==> config.mk <==
export PLATFORM = sky130hd
export DESIGN_NAME = control_sequencer_flat
export DESIGN_NICKNAME = d
export VERILOG_FILES = /design/src/rtl/control_sequencer_if.sv /design/src/rtl/control_sequencer.sv /design/src/flat_wrapper.sv
export SDC_FILE = /design/constraint.sdc
export NUM_CORES = 1
export LEC_CHECK = 0
export ABC_AREA = 1
export BUFFER_PORTS_ARGS = -buffer_cell sky130_fd_sc_hd__buf_4
export CELL_PAD_IN_SITES_DETAIL_PLACEMENT = 1
export CELL_PAD_IN_SITES_GLOBAL_PLACEMENT = 2
export CORE_UTILIZATION = 19
export DETAILED_ROUTE_END_ITERATION = 8
export GPL_ROUTABILITY_DRIVEN = 0
export MAX_ROUTING_LAYER = met4
export PLACE_DENSITY_LB_ADDON = 0.12
export SLEW_MARGIN = 40
export SYNTH_ARGS = -nofsm -noshare
export SYNTH_HDL_FRONTEND = slang
export SYNTH_SLANG_ARGS = --single-unit
==> constraint.sdc <==
create_clock -name clk -period 1.5 [get_ports clk]
set_input_delay 0.3 -clock clk [delete_from_list [all_inputs] [get_ports clk]]
set_output_delay 0.3 -clock clk [all_outputs]
set_load 0.02 [all_outputs]
==> src/rtl/control_sequencer_if.sv <==
// Control strobes, status and instruction inputs between the control sequencer and the datapath.
// master = sequencer side, slave = datapath side.
interface control_sequencer_if #(
  parameter int unsigned ALU_W = 12
) ();
  logic             run;
  logic [31:0]      ir;
  logic             PCout, MARin, IncPC, Zin, PCin, Zlowout, MDRRead, MDRin, MDRout, IRin;
  logic             Gra, Grb, Grc, Rin_in, Rout_in, BAout, Yin, Cout, RAMwrite;
  logic [ALU_W-1:0] ALUControl;
  logic             busy;
  logic             instr_done;
  logic             illegal;

  modport master (
    input  run, ir,
    output PCout, MARin, IncPC, Zin, PCin, Zlowout, MDRRead, MDRin, MDRout, IRin,
    output Gra, Grb, Grc, Rin_in, Rout_in, BAout, Yin, Cout, RAMwrite,
    output ALUControl, busy, instr_done, illegal
  );

  modport slave (
    output run, ir,
    input  PCout, MARin, IncPC, Zin, PCin, Zlowout, MDRRead, MDRin, MDRout, IRin,
    input  Gra, Grb, Grc, Rin_in, Rout_in, BAout, Yin, Cout, RAMwrite,
    input  ALUControl, busy, instr_done, illegal
  );
endinterface

==> src/rtl/control_sequencer.sv <==
// Multi-cycle fetch/execute control sequencer. Each step is held for a programmable number
// of cycles; memory steps get extra latency. Strobes are decoded from the registered state.
module control_sequencer #(
  parameter int unsigned STEP_HOLD = 1,
  parameter int unsigned MEM_LAT   = 1,
  parameter int unsigned ALU_W     = 12
) (
  input logic                 clk,
  input logic                 clr,
  control_sequencer_if.master cs
);

  typedef enum logic [3:0] {
    StIdle, StF0, StF1, StF2, StF3, StE3, StE4, StE5, StE6, StE7
  } state_e;

  localparam logic [4:0] OpLd   = 5'b00000;
  localparam logic [4:0] OpLdi  = 5'b00001;
  localparam logic [4:0] OpSt   = 5'b00010;
  localparam logic [4:0] OpAdd  = 5'b00011;
  localparam logic [4:0] OpSub  = 5'b00100;
  localparam logic [4:0] OpAnd  = 5'b01001;
  localparam logic [4:0] OpOr   = 5'b01010;
  localparam logic [4:0] OpAddi = 5'b01011;
  localparam logic [4:0] OpAndi = 5'b01100;
  localparam logic [4:0] OpOri  = 5'b01101;

  state_e     state_q, state_d;
  logic [4:0] cnt_q, cnt_d;
  logic [4:0] opcode_q, opcode_d;
  logic [4:0] hold_len;
  logic       last;
  logic       is_mem;
  logic [4:0] ir_op;
  logic       ir_legal;
  logic       unused_ir;

  assign ir_op     = cs.ir[31:27];
  assign unused_ir = ^cs.ir[26:0];

  always_comb begin
    ir_legal = 1'b0;
    case (ir_op)
      OpLd, OpLdi, OpSt, OpAdd, OpSub, OpAnd, OpOr, OpAddi, OpAndi, OpOri: ir_legal = 1'b1;
      default: ir_legal = 1'b0;
    endcase
  end

  // Memory steps: fetch read, ld data read, st RAM write.
  assign is_mem   = (state_q == StF2) ||
                    ((state_q == StE6) && (opcode_q == OpLd)) ||
                    ((state_q == StE7) && (opcode_q == OpSt));
  assign hold_len = is_mem ? 5'(STEP_HOLD + MEM_LAT) : 5'(STEP_HOLD);
  assign last     = (cnt_q == hold_len - 5'd1);

  always_comb begin
    logic boundary;
    state_d       = state_q;
    cnt_d         = cnt_q;
    opcode_d      = opcode_q;
    boundary      = 1'b0;
    cs.illegal    = 1'b0;
    if (state_q == StIdle) begin
      cnt_d = 5'd0;
      if (cs.run) state_d = StF0;
    end else if (!last) begin
      cnt_d = cnt_q + 5'd1;
    end else begin
      cnt_d = 5'd0;
      case (state_q)
        StF0: state_d = StF1;
        StF1: state_d = StF2;
        StF2: state_d = StF3;
        StF3: begin
          opcode_d = ir_op;
          if (ir_legal) begin
            state_d = StE3;
          end else begin
            cs.illegal = 1'b1;
            boundary   = 1'b1;
          end
        end
        StE3: state_d = StE4;
        StE4: state_d = StE5;
        StE5: begin
          if ((opcode_q == OpLd) || (opcode_q == OpSt)) state_d = StE6;
          else boundary = 1'b1;
        end
        StE6: state_d = StE7;
        StE7: boundary = 1'b1;
        default: state_d = StIdle;
      endcase
      if (boundary) state_d = cs.run ? StF0 : StIdle;
    end
    cs.instr_done = boundary;
  end

  always_ff @(posedge clk) begin
    if (clr) begin
      state_q  <= StIdle;
      cnt_q    <= 5'd0;
      opcode_q <= 5'd0;
    end else begin
      state_q  <= state_d;
      cnt_q    <= cnt_d;
      opcode_q <= opcode_d;
    end
  end

  logic       op_mem;   // ld/st: address computed as base + constant
  logic       op_imm;   // second operand from the C field
  logic [1:0] alu_idx;

  assign op_mem = (opcode_q == OpLd) || (opcode_q == OpSt);
  assign op_imm = op_mem || (opcode_q == OpLdi) || (opcode_q == OpAddi) ||
                  (opcode_q == OpAndi) || (opcode_q == OpOri);

  always_comb begin
    case (opcode_q)
      OpSub:         alu_idx = 2'd1;
      OpAnd, OpAndi: alu_idx = 2'd2;
      OpOr, OpOri:   alu_idx = 2'd3;
      default:       alu_idx = 2'd0;
    endcase
  end

  always_comb begin
    cs.PCout      = 1'b0;
    cs.MARin      = 1'b0;
    cs.IncPC      = 1'b0;
    cs.Zin        = 1'b0;
    cs.PCin       = 1'b0;
    cs.Zlowout    = 1'b0;
    cs.MDRRead    = 1'b0;
    cs.MDRin      = 1'b0;
    cs.MDRout     = 1'b0;
    cs.IRin       = 1'b0;
    cs.Gra        = 1'b0;
    cs.Grb        = 1'b0;
    cs.Grc        = 1'b0;
    cs.Rin_in     = 1'b0;
    cs.Rout_in    = 1'b0;
    cs.BAout      = 1'b0;
    cs.Yin        = 1'b0;
    cs.Cout       = 1'b0;
    cs.RAMwrite   = 1'b0;
    cs.ALUControl = '0;
    cs.busy       = (state_q != StIdle);
    case (state_q)
      StF0: begin
        cs.PCout = 1'b1;
        cs.MARin = 1'b1;
        cs.IncPC = 1'b1;
        cs.Zin   = 1'b1;
      end
      StF1: begin
        cs.Zlowout = 1'b1;
        cs.PCin    = 1'b1;
      end
      StF2: begin
        cs.MDRRead = 1'b1;
        cs.MDRin   = 1'b1;
      end
      StF3: begin
        cs.MDRout = 1'b1;
        cs.IRin   = 1'b1;
      end
      StE3: begin
        cs.Grb = 1'b1;
        cs.Yin = 1'b1;
        // ldi/ld/st use the base-address path so R0 reads as zero
        if ((opcode_q == OpLdi) || op_mem) cs.BAout = 1'b1;
        else cs.Rout_in = 1'b1;
      end
      StE4: begin
        cs.Zin                 = 1'b1;
        cs.ALUControl[alu_idx] = 1'b1;
        if (op_imm) begin
          cs.Cout = 1'b1;
        end else begin
          cs.Grc     = 1'b1;
          cs.Rout_in = 1'b1;
        end
      end
      StE5: begin
        cs.Zlowout = 1'b1;
        if (op_mem) begin
          cs.MARin = 1'b1;
        end else begin
          cs.Gra    = 1'b1;
          cs.Rin_in = 1'b1;
        end
      end
      StE6: begin
        cs.MDRin = 1'b1;
        if (opcode_q == OpLd) begin
          cs.MDRRead = 1'b1;
        end else begin
          cs.Gra     = 1'b1;
          cs.Rout_in = 1'b1;
        end
      end
      StE7: begin
        if (opcode_q == OpSt) begin
          cs.RAMwrite = 1'b1;
        end else begin
          cs.MDRout = 1'b1;
          cs.Gra    = 1'b1;
          cs.Rin_in = 1'b1;
        end
      end
      default: ;
    endcase
  end

endmodule
==> src/flat_wrapper.sv <==
// flat-port wrapper written by rule: the top's interface ports become plain ports
module control_sequencer_flat 
#(
  parameter int unsigned STEP_HOLD = 1,
  parameter int unsigned MEM_LAT   = 1,
  parameter int unsigned ALU_W     = 12
)
  (clk, clr, cs_run, cs_ir, cs_PCout, cs_MARin, cs_IncPC, cs_Zin, cs_PCin, cs_Zlowout, cs_MDRRead, cs_MDRin, cs_MDRout, cs_IRin, cs_Gra, cs_Grb, cs_Grc, cs_Rin_in, cs_Rout_in, cs_BAout, cs_Yin, cs_Cout, cs_RAMwrite, cs_ALUControl, cs_busy, cs_instr_done, cs_illegal);
  control_sequencer_if #(.ALU_W(ALU_W)) cs_i ();
  input logic clk;
  input logic clr;
  input wire logic [$bits(cs_i.run)-1:0] cs_run;
  input wire logic [$bits(cs_i.ir)-1:0] cs_ir;
  output wire logic [$bits(cs_i.PCout)-1:0] cs_PCout;
  output wire logic [$bits(cs_i.MARin)-1:0] cs_MARin;
  output wire logic [$bits(cs_i.IncPC)-1:0] cs_IncPC;
  output wire logic [$bits(cs_i.Zin)-1:0] cs_Zin;
  output wire logic [$bits(cs_i.PCin)-1:0] cs_PCin;
  output wire logic [$bits(cs_i.Zlowout)-1:0] cs_Zlowout;
  output wire logic [$bits(cs_i.MDRRead)-1:0] cs_MDRRead;
  output wire logic [$bits(cs_i.MDRin)-1:0] cs_MDRin;
  output wire logic [$bits(cs_i.MDRout)-1:0] cs_MDRout;
  output wire logic [$bits(cs_i.IRin)-1:0] cs_IRin;
  output wire logic [$bits(cs_i.Gra)-1:0] cs_Gra;
  output wire logic [$bits(cs_i.Grb)-1:0] cs_Grb;
  output wire logic [$bits(cs_i.Grc)-1:0] cs_Grc;
  output wire logic [$bits(cs_i.Rin_in)-1:0] cs_Rin_in;
  output wire logic [$bits(cs_i.Rout_in)-1:0] cs_Rout_in;
  output wire logic [$bits(cs_i.BAout)-1:0] cs_BAout;
  output wire logic [$bits(cs_i.Yin)-1:0] cs_Yin;
  output wire logic [$bits(cs_i.Cout)-1:0] cs_Cout;
  output wire logic [$bits(cs_i.RAMwrite)-1:0] cs_RAMwrite;
  output wire logic [$bits(cs_i.ALUControl)-1:0] cs_ALUControl;
  output wire logic [$bits(cs_i.busy)-1:0] cs_busy;
  output wire logic [$bits(cs_i.instr_done)-1:0] cs_instr_done;
  output wire logic [$bits(cs_i.illegal)-1:0] cs_illegal;
  assign cs_i.run = cs_run;
  assign cs_i.ir = cs_ir;
  assign cs_PCout = cs_i.PCout;
  assign cs_MARin = cs_i.MARin;
  assign cs_IncPC = cs_i.IncPC;
  assign cs_Zin = cs_i.Zin;
  assign cs_PCin = cs_i.PCin;
  assign cs_Zlowout = cs_i.Zlowout;
  assign cs_MDRRead = cs_i.MDRRead;
  assign cs_MDRin = cs_i.MDRin;
  assign cs_MDRout = cs_i.MDRout;
  assign cs_IRin = cs_i.IRin;
  assign cs_Gra = cs_i.Gra;
  assign cs_Grb = cs_i.Grb;
  assign cs_Grc = cs_i.Grc;
  assign cs_Rin_in = cs_i.Rin_in;
  assign cs_Rout_in = cs_i.Rout_in;
  assign cs_BAout = cs_i.BAout;
  assign cs_Yin = cs_i.Yin;
  assign cs_Cout = cs_i.Cout;
  assign cs_RAMwrite = cs_i.RAMwrite;
  assign cs_ALUControl = cs_i.ALUControl;
  assign cs_busy = cs_i.busy;
  assign cs_instr_done = cs_i.instr_done;
  assign cs_illegal = cs_i.illegal;
  control_sequencer #(.STEP_HOLD(STEP_HOLD), .MEM_LAT(MEM_LAT), .ALU_W(ALU_W)) u_core (.clk(clk), .clr(clr), .cs(cs_i));
endmodule
==> results.cfg, run 1 <==
[outcome]
outcome = finished with violations
failed_checks = setup timing

[layout]
final_nets = 332
drive_above_1_share_pct = 69.15
syn_to_final_growth_pct = 117.6
diodes = 0
layout.cells.non_filler = 370

[cts]
postCtsHoldBufs = 0
cts_max_level = 1
cts.sinks = 14
cts_made_buffers = 3
clock_path_buffers = 2
cts_root_buf = clkbuf_8
cts_tree = yes
clk_latency_ns = 0.25
clkTransAtPathRegs_ns = 0.07

[drt]
routed_wirelength_um = 4656
vias = 1533
first_pass_iters = 4
drtIter0Drc = 40
routedWlPerCell_um = 12.58
drc = 0
viasPerCell = 4.143
antenna_left = 0

[critical_path]
crit_chain = nor2_4 > nand3_4 > nand2_4 > nand2_4 > nand3_4 > nand3_4 > a21oi_4 > buf_6
cpPeakStageDelay_ns = 0.38
end_kind = output pin
critPathBufInv = 1
critical_path.top_delay_family = simple AND/OR/NAND/NOR gates
r2r-end = u_core.cnt_q[3]
critPathKind = reg -> out
reg2reg_depth = 12
reg2reg_setup_slack_ns = -0.26
crit_top_cell = nand3_4
start_kind = register
r2r-start = u_core.state_q[0]
arrival_ns = 1.52
cp_slowest_cell = dfxtp_4
required_ns = 1.20
cp_max_fo = 4

[synth]
yosysTopAreaCell = dfxtp_1
synth-seq-area-share_pct = 23.63
yosys_warnings = 0
synth_cell_type_count = 27
syn_avg_cell_area_um2 = 6.343
syn_inst = 187
synth_area_um2 = 1186
synth_top_cell_area_share_pct = 23.63
synth.ff_latch_count = 14
yosys-top-cells-area = dfxtp_1 (24%), nand2_1 (13%), nor2_1 (10%)

[worst_hold_path]
whs_endpoint = u_core.opcode_q[0]
min-delay-path-class = in -> reg
min-delay-start = cs_ir[27]
min_path_cells = 4

[sta]
setup_viol = 35
rsz0062_at_grt = yes
slew_violations = 0
fin_crit_sh_pct = 121.5
fmax_mhz = 548.6
layout_setup_ws_ns = -0.3230
hold_viol_final = 0
finalCriticalPeriod_ns = 1.823
finalClockSkew_ns = 0.004736
fin_tns_setup_ns = -6.520

[global_route]
grt_max_degree = 10
grt_remaining_overflow = 0
grt_usage_pct = 15.12
grt_pass1_vias = 1620
antenna_found_initial = 0
grt_first_pass_wirelength_um = 7465

[placed_design]
port_buffers = 33
dp_slack_ns = -0.1982
hpwl_um = 3420
dp.cells = 343

[pwr]
p_per_area_nw_per_um2 = 1824
power_mw = 4.708
ir_drop_v = 0.001213
power.leakage_nw = 1.249

[floorplanning]
die_area_um2 = 6563
chipHeight_um = 81.01
num_rows = 28
initial_core_util_pct = 19.92
pin_count = 69
die_x_um = 81.01
core_um2 = 5956

[flow_run]
max_cap_violations = 0
## layout make-up
cell class,count,area [um^2]
clock buffers,4,55.05
fillers,712,3374
inverters,26,120.1
multi-input cells,144,1059
flip-flops and latches,14,304.0
well taps,75,93.84
repair buffers,107,949.7
## worst register-to-register path: cells and delay by family, from the launching register on
kind          cells  cell delay [ns]
buf+inv           4             0.52
simple gates      8             0.75
flops             1             0.38
## how the worst max path moves through the flow
| stage | end | cells past startpoint | slack [ns] | startpoint |
|---|---|---|---|---|
| 6_report | cs_instr_done | 8 | -0.32 | u_core.state_q[0] |
| 3_3_place_gp | u_core.state_q[0] | 11 | -0.20 | u_core.opcode_q[3] |
| 3_5_place_dp | u_core.state_q[0] | 11 | -0.20 | u_core.opcode_q[4] |
| 4_1_cts | cs_instr_done | 10 | -0.30 | u_core.state_q[0] |
| 2_1_floorplan | cs_instr_done | 6 | -0.03 | u_core.state_q[2] |
| 5_1_grt | cs_instr_done | 8 | -0.39 | u_core.state_q[0] |
## synth_stat cells (all sizes together)
master and number:
conb 1, a21oi 8, buf 10, nor2 41, inv 25, dfxtp 14, nand3 13, o21ai 4
nor4 1, xnor2 1, ha 1, or2 1, a31oi 1, nor3 4, clkbuf 1, o211ai 1
xor2 2, nand4 7, clkinv 1, nand2 50
## per-layer routing
metal / vias to the layer above / track usage [%] / routed length (um)
li1: 790 / - / -
met1: 700 / 16.93 / 1951
met2: 39 / 28.24 / 2478
met3: 4 / 1.573 / 179
met4: 0 / 3.929 / 46
met5: - / - / 0
## kinds of logic after synthesis
kind of cell / after synthesis / synth area share, %
simple gates: 117 / 50.84
fa+ha+maj: 1 / 1.055
flops: 14 / 23.63
compound gates: 14 / 6.224
buf+inv: 37 / 15.72
other cells: 1 / 0.3162
xor+xnor: 3 / 2.216
## cells in the final DEF, fill, tap and decap left out, types with 5 or more instances in the layout
cell type and instances:
buf_4 68, buf_6 39, conb_1 8, dfxtp_1 5, dfxtp_4 5, inv_1 10, inv_2 9, inv_4 5
nand2_1 28, nand2_2 10, nand2_4 11, nand3_1 5, nand3_4 6, nand4_1 6, nor2_1 16, nor2_2 12
nor2_4 13
## registers in the layout, summed over array words and instances, names as in the netlist
| signal | count |
|---|---|
| u_core.cnt_q | 5 |
| u_core.state_q | 4 |
| u_core.opcode_q | 5 |
## report_power, final
| group | switching (mW) | internal, mW | leakage [nW] |
|---|---|---|---|
| registers | 0.159 | 0.496 | 0.119 |
| logic | 1.88 | 1.79 | 1.10 |
| clock network | 0.149 | 0.233 | 0.0288 |
| total | 2.19 | 2.52 | 1.25 |
## stage by stage
stage               cell area [um^2]  hold WS, ns  util (%)
finish                          2581       0.3795     43.34
detailed placement              1896       0.5911     31.83
floorplan                       1252       0.4349         -
global route                    2581       0.3870     43.34
global placement                1896       0.5659     31.83
CTS                             2382       0.3804     40.00
## repair_timing
action                                  4_1_cts  5_1_grt
gates cloned                                  1        1
setup buffers                                21       10
resized for setup                            93       50
endpoints found under the setup margin       39       40
pin swaps                                    26       24
No activity file was read; power rests on OpenSTA's default activity.
==> inputs of run 2 (changes only) <==
--- a/config.mk
+++ b/config.mk
@@ -9,6 +9,7 @@
 export BUFFER_PORTS_ARGS = -buffer_cell sky130_fd_sc_hd__buf_4
 export CELL_PAD_IN_SITES_DETAIL_PLACEMENT = 1
 export CELL_PAD_IN_SITES_GLOBAL_PLACEMENT = 2
+export CORE_MARGIN = 5
 export CORE_UTILIZATION = 19
 export DETAILED_ROUTE_END_ITERATION = 8
 export GPL_ROUTABILITY_DRIVEN = 0
==> results.cfg, run 2 (synthesis results as in run 1) <==
[drt]
routed_wirelength_um = 4693
viasPerCell = 4.202
routedWlPerCell_um = 12.96
drtIter0Drc = 44
antenna_left = 0
first_pass_iters = 4
vias = 1521
drc = 0

[floorplanning]
pin_count = 69
chipHeight_um = 89.01
die_area_um2 = 7923
num_rows = 28
die_x_um = 89.01
initial_core_util_pct = 19.80
core_um2 = 5991

[critical_path]
cp_slowest_cell = dfxtp_2
end_kind = output pin
r2r-start = u_core.opcode_q[3]
crit_start = u_core.opcode_q[3]
crit_chain = nor2_4 > nand2_4 > nor2_4 > nand2_4 > nand3_4 > nand3_4 > a21oi_4 > buf_6
start_kind = register
arrival_ns = 1.50
required_ns = 1.20
cp_max_fo = 3
cpPeakStageDelay_ns = 0.34
critPathKind = reg -> out

[sta]
finalClockSkew_ns = 0.002213
whs_ns = 0.3869
fmax_mhz = 555.5
setup_viol = 32
slew_violations = 0
fin_tns_setup_ns = -5.727
hold_viol_final = 0
rsz0062_at_grt = yes
finalCriticalPeriod_ns = 1.800
layout_setup_ws_ns = -0.3001
fin_crit_sh_pct = 120.0

[pwr]
ir_drop_v = 0.0007001
power_mw = 4.546
p_per_area_nw_per_um2 = 1845
power.leakage_nw = 1.214

[cts]
cts_root_buf = clkbuf_8
clk_latency_ns = 0.25
cts.sinks = 14
cts_tree = yes
cts_made_buffers = 3
clock_path_buffers = 2
clkTransAtPathRegs_ns = 0.06
postCtsHoldBufs = 0
cts_max_level = 1

[outcome]
outcome = finished with violations
failed_checks = setup timing

[global_route]
grt_max_degree = 10
grt_first_pass_wirelength_um = 7624
grt_usage_pct = 12.58
grt_pass1_vias = 1671
grt_remaining_overflow = 0
antenna_found_initial = 0

[worst_hold_path]
min-delay-start = cs_ir[31]
min-delay-path-class = in -> reg

[placed_design]
hpwl_um = 3459
dp.cells = 341
port_buffers = 33

[layout]
syn_to_final_growth_pct = 107.8
final_common_cell = buf_4
drive_above_1_share_pct = 67.25
fill_cells = 726
reg_top3 = u_core.cnt_q (5), u_core.opcode_q (5), u_core.state_q (4)
layout.cells.non_filler = 362
final_nets = 324
layout_common_cells = buf_4 (70), nand2_1 (29), buf_6 (29)
diodes = 0

[flow_run]
max_cap_violations = 0
[run 2: cell count changes in the layout (fill, tap and decap cells not counted), sizes merged]
cell,delta
buf,-8
[run 2: path summary, 6_finish.rpt]
kind	end	slack, ns	depth (start not counted)
max	cs_instr_done	-0.30	8
max reg2reg	u_core.state_q[0]	-0.21	13
min reg2reg	u_core.cnt_q[4]	0.59	2
min	u_core.opcode_q[4]	0.39	4
[run 2: final cells by class]
cell class / instances / area [um^2] / area share, %
Inverter: 26 / 115.1 / 4.670
Clock buffer: 4 / 55.05 / 2.234
Timing Repair Buffer: 99 / 852.1 / 34.57
Sequential cell: 14 / 301.5 / 12.23
Tap cell: 75 / 93.84 / 3.807
Multi-Input combinational cell: 144 / 1047 / 42.49
[run 2: what timing repair did]
item	4_1_cts	5_1_grt
hold endpoints to repair	0	0
gates cloned	1	0
endpoints found under the setup margin	39	40
pin swaps	28	21
resized for setup	97	22
buffers inserted	16	5
[run 2: layer usage]
| metal | global-route usage [%] | wire length [um] |
|---|---|---|
| met5 | - | 0 |
| met4 | 3.654 | 48 |
| met3 | 1.475 | 193 |
| met2 | 22.87 | 2508 |
| met1 | 14.45 | 1942 |
[run 2: worst max-delay path: cells and delay by family (launching register included)]
kind	cells	cell delay, ns
flops	1	0.34
compound gates	1	0.13
simple gates	6	0.65
buf+inv	1	0.13
[run 2: through the flow]
step,worst slack [ns],util [%],instance area (um^2)
6_report,-0.3001,41.14,2465
5_1_grt,-0.3905,41.14,2465
4_1_cts,-0.2993,39.45,2364
3_5_place_dp,-0.1753,31.39,1881
3_3_place_gp,-0.2052,31.39,1881
2_1_floorplan,-0.03333,-,1252
[run 2: where the power goes]
group | switching (mW) | internal [mW]
combinational | 1.84 | 1.67
sequential | 0.162 | 0.494
clock | 0.152 | 0.233
==> inputs of run 3 (changes only) <==
--- a/config.mk
+++ b/config.mk
@@ -14,7 +14,7 @@
 export DETAILED_ROUTE_END_ITERATION = 8
 export GPL_ROUTABILITY_DRIVEN = 0
 export MAX_ROUTING_LAYER = met4
-export PLACE_DENSITY_LB_ADDON = 0.12
+export PLACE_DENSITY = 0.8
 export SLEW_MARGIN = 40
 export SYNTH_ARGS = -nofsm -noshare
 export SYNTH_HDL_FRONTEND = slang
==> constraint.sdc (replaced) <==
create_clock -name clk -period 1.5 [get_ports clk]
set_input_delay 0.3 -clock clk [delete_from_list [all_inputs] [get_ports clk]]
set_output_delay 0.3 -clock clk [all_outputs]
set_load 0.01 [all_outputs]
==> results.cfg, run 3 (synthesis results as in run 1) <==
[drt]
viasPerCell = 4.263
routedWlPerCell_um = 13.29
first_pass_iters = 4
routed_wirelength_um = 4759
vias = 1526
drc = 0
drtIter0Drc = 52
antenna_left = 0

[placed_design]
hpwl_um = 3248
dp_slack_ns = -0.1623
port_buffers = 33
dp.cells = 337

[critical_path]
arrival_ns = 1.49
reg2reg_depth = 15
cp_max_fo = 4
end_kind = output pin
start_kind = register
required_ns = 1.20
critPathKind = reg -> out

[cts]
cts.sinks = 14
cts_made_buffers = 3
clock_path_buffers = 2
clk_latency_ns = 0.25
cts_max_level = 1
cts_tree = yes
cts_root_buf = clkbuf_8
clkTransAtPathRegs_ns = 0.06

[sta]
fmax_mhz = 557.6
setup_viol = 30
layout_setup_ws_ns = -0.2935
fin_crit_sh_pct = 119.6
finalClockSkew_ns = 0.004961
hold_viol_final = 0
finalCriticalPeriod_ns = 1.793
slew_violations = 0
rsz0062_at_grt = yes

[flow_run]
max_cap_violations = 0

[pwr]
pwr-share-clk_pct = 8.2
p_per_area_nw_per_um2 = 1859
power_switching_mw = 2.084
seq_power_share_pct = 13.8
power.leakage_nw = 1.206
ir_drop_v = 0.0006904
intPower_mw = 2.532
switching_share_pct = 45.15
p_comb_share_pct = 78.0

[floorplanning]
pin_count = 69
core_um2 = 5991
initial_core_util_pct = 19.80
num_rows = 28
die_x_um = 89.01
chipHeight_um = 89.01
die_area_um2 = 7923

[outcome]
failed_checks = setup timing
outcome = finished with violations

[global_route]
grt_usage_pct = 11.76
grt_pass1_vias = 1553
grt_remaining_overflow = 0
grt_max_degree = 11
grt_first_pass_wirelength_um = 7189
antenna_found_initial = 0

[layout]
final_common_cell = buf_4
fill_cells = 727
reg_top3 = u_core.cnt_q (5), u_core.opcode_q (5), u_core.state_q (4)
drive_above_1_share_pct = 67.49
layout.cells.non_filler = 358
syn_to_final_growth_pct = 109.4
diodes = 0
final_nets = 320
layout_common_cells = buf_4 (60), buf_6 (34), nand2_1 (24)

[worst_hold_path]
min_path_cells = 3
min-delay-path-class = in -> reg
run 3: cell count changes in the layout (fill, tap and decap cells not counted), sizes merged:
cell,delta
buf,-4
run 3: through the flow:
stage / cell area [um^2] / power, mW / util (%) / TNS [ns] / hold slack [ns]
after floorplan: 1216 / 1.737 / - / 0 / 0.4349
after global placement: 1814 / 2.795 / 30.28 / -1.185 / 0.5395
after detailed placement: 1814 / 2.859 / 30.28 / -1.676 / 0.5440
after CTS: 2257 / 4.082 / 37.68 / -4.142 / 0.2870
after global routing: 2484 / 4.959 / 41.46 / -7.439 / 0.2913
final: 2484 / 4.616 / 41.46 / -4.880 / 0.2830
run 3: cell type report:
cell class	count	area, um^2	area share, %
Multi-Input combinational cell	144	1065	42.87
Timing Repair Buffer	95	853.3	34.36
Sequential cell	14	304.0	12.24
Inverter	26	112.6	4.534
Tap cell	75	93.84	3.778
Clock buffer	4	55.05	2.217
run 3: final timing paths:
check,end,slack (ns),from
setup / recovery,cs_instr_done,-0.29,u_core.state_q[0]
hold / removal,u_core.opcode_q[4],0.28,cs_ir[31]
setup reg to reg,u_core.state_q[2],-0.19,u_core.state_q[0]
hold reg to reg,u_core.cnt_q[4],0.59,u_core.cnt_q[4]
run 3: worst max-delay path, stage by stage (launching register included):
cell	delay [ns]
dfxtp_4	0.37
nand2_4	0.09
clkinv_4	0.07
nand2_8	0.08
nand2_4	0.05
nand2_4	0.09
nand2_4	0.06
nand2_4	0.06
nand3_4	0.10
a21oi_4	0.15
buf_6	0.12
run 3: what timing repair did:
item / CTS / global route
setup buffers: 13 / 10
gates cloned: 0 / 2
resized for setup: 104 / 41
hold buffers: 0 / 0
pin swaps: 25 / 16
hold endpoints to repair: 0 / 0
endpoints found under the setup margin: 39 / 39
run 3: per-layer routing:
| metal | track usage (%) | wire (um) | vias to the layer above |
|---|---|---|---|
| met3 | 1.659 | 229 | 4 |
| met2 | 21.93 | 2648 | 31 |
| met4 | 3.248 | 34 | 0 |
| met1 | 12.95 | 1846 | 719 |
| li1 | - | - | 772 |
| met5 | - | 0 | - |
run 3: power groups by stage:
stage               Sequential [mW]  Clock, mW  Combinational (mW)
floorplan                     0.553          0                1.18
global placement              0.556          0                2.24
detailed placement            0.561          0                2.30
CTS                           0.646      0.387                3.05
global route                  0.655      0.414                3.89
finish                        0.639      0.377                3.60
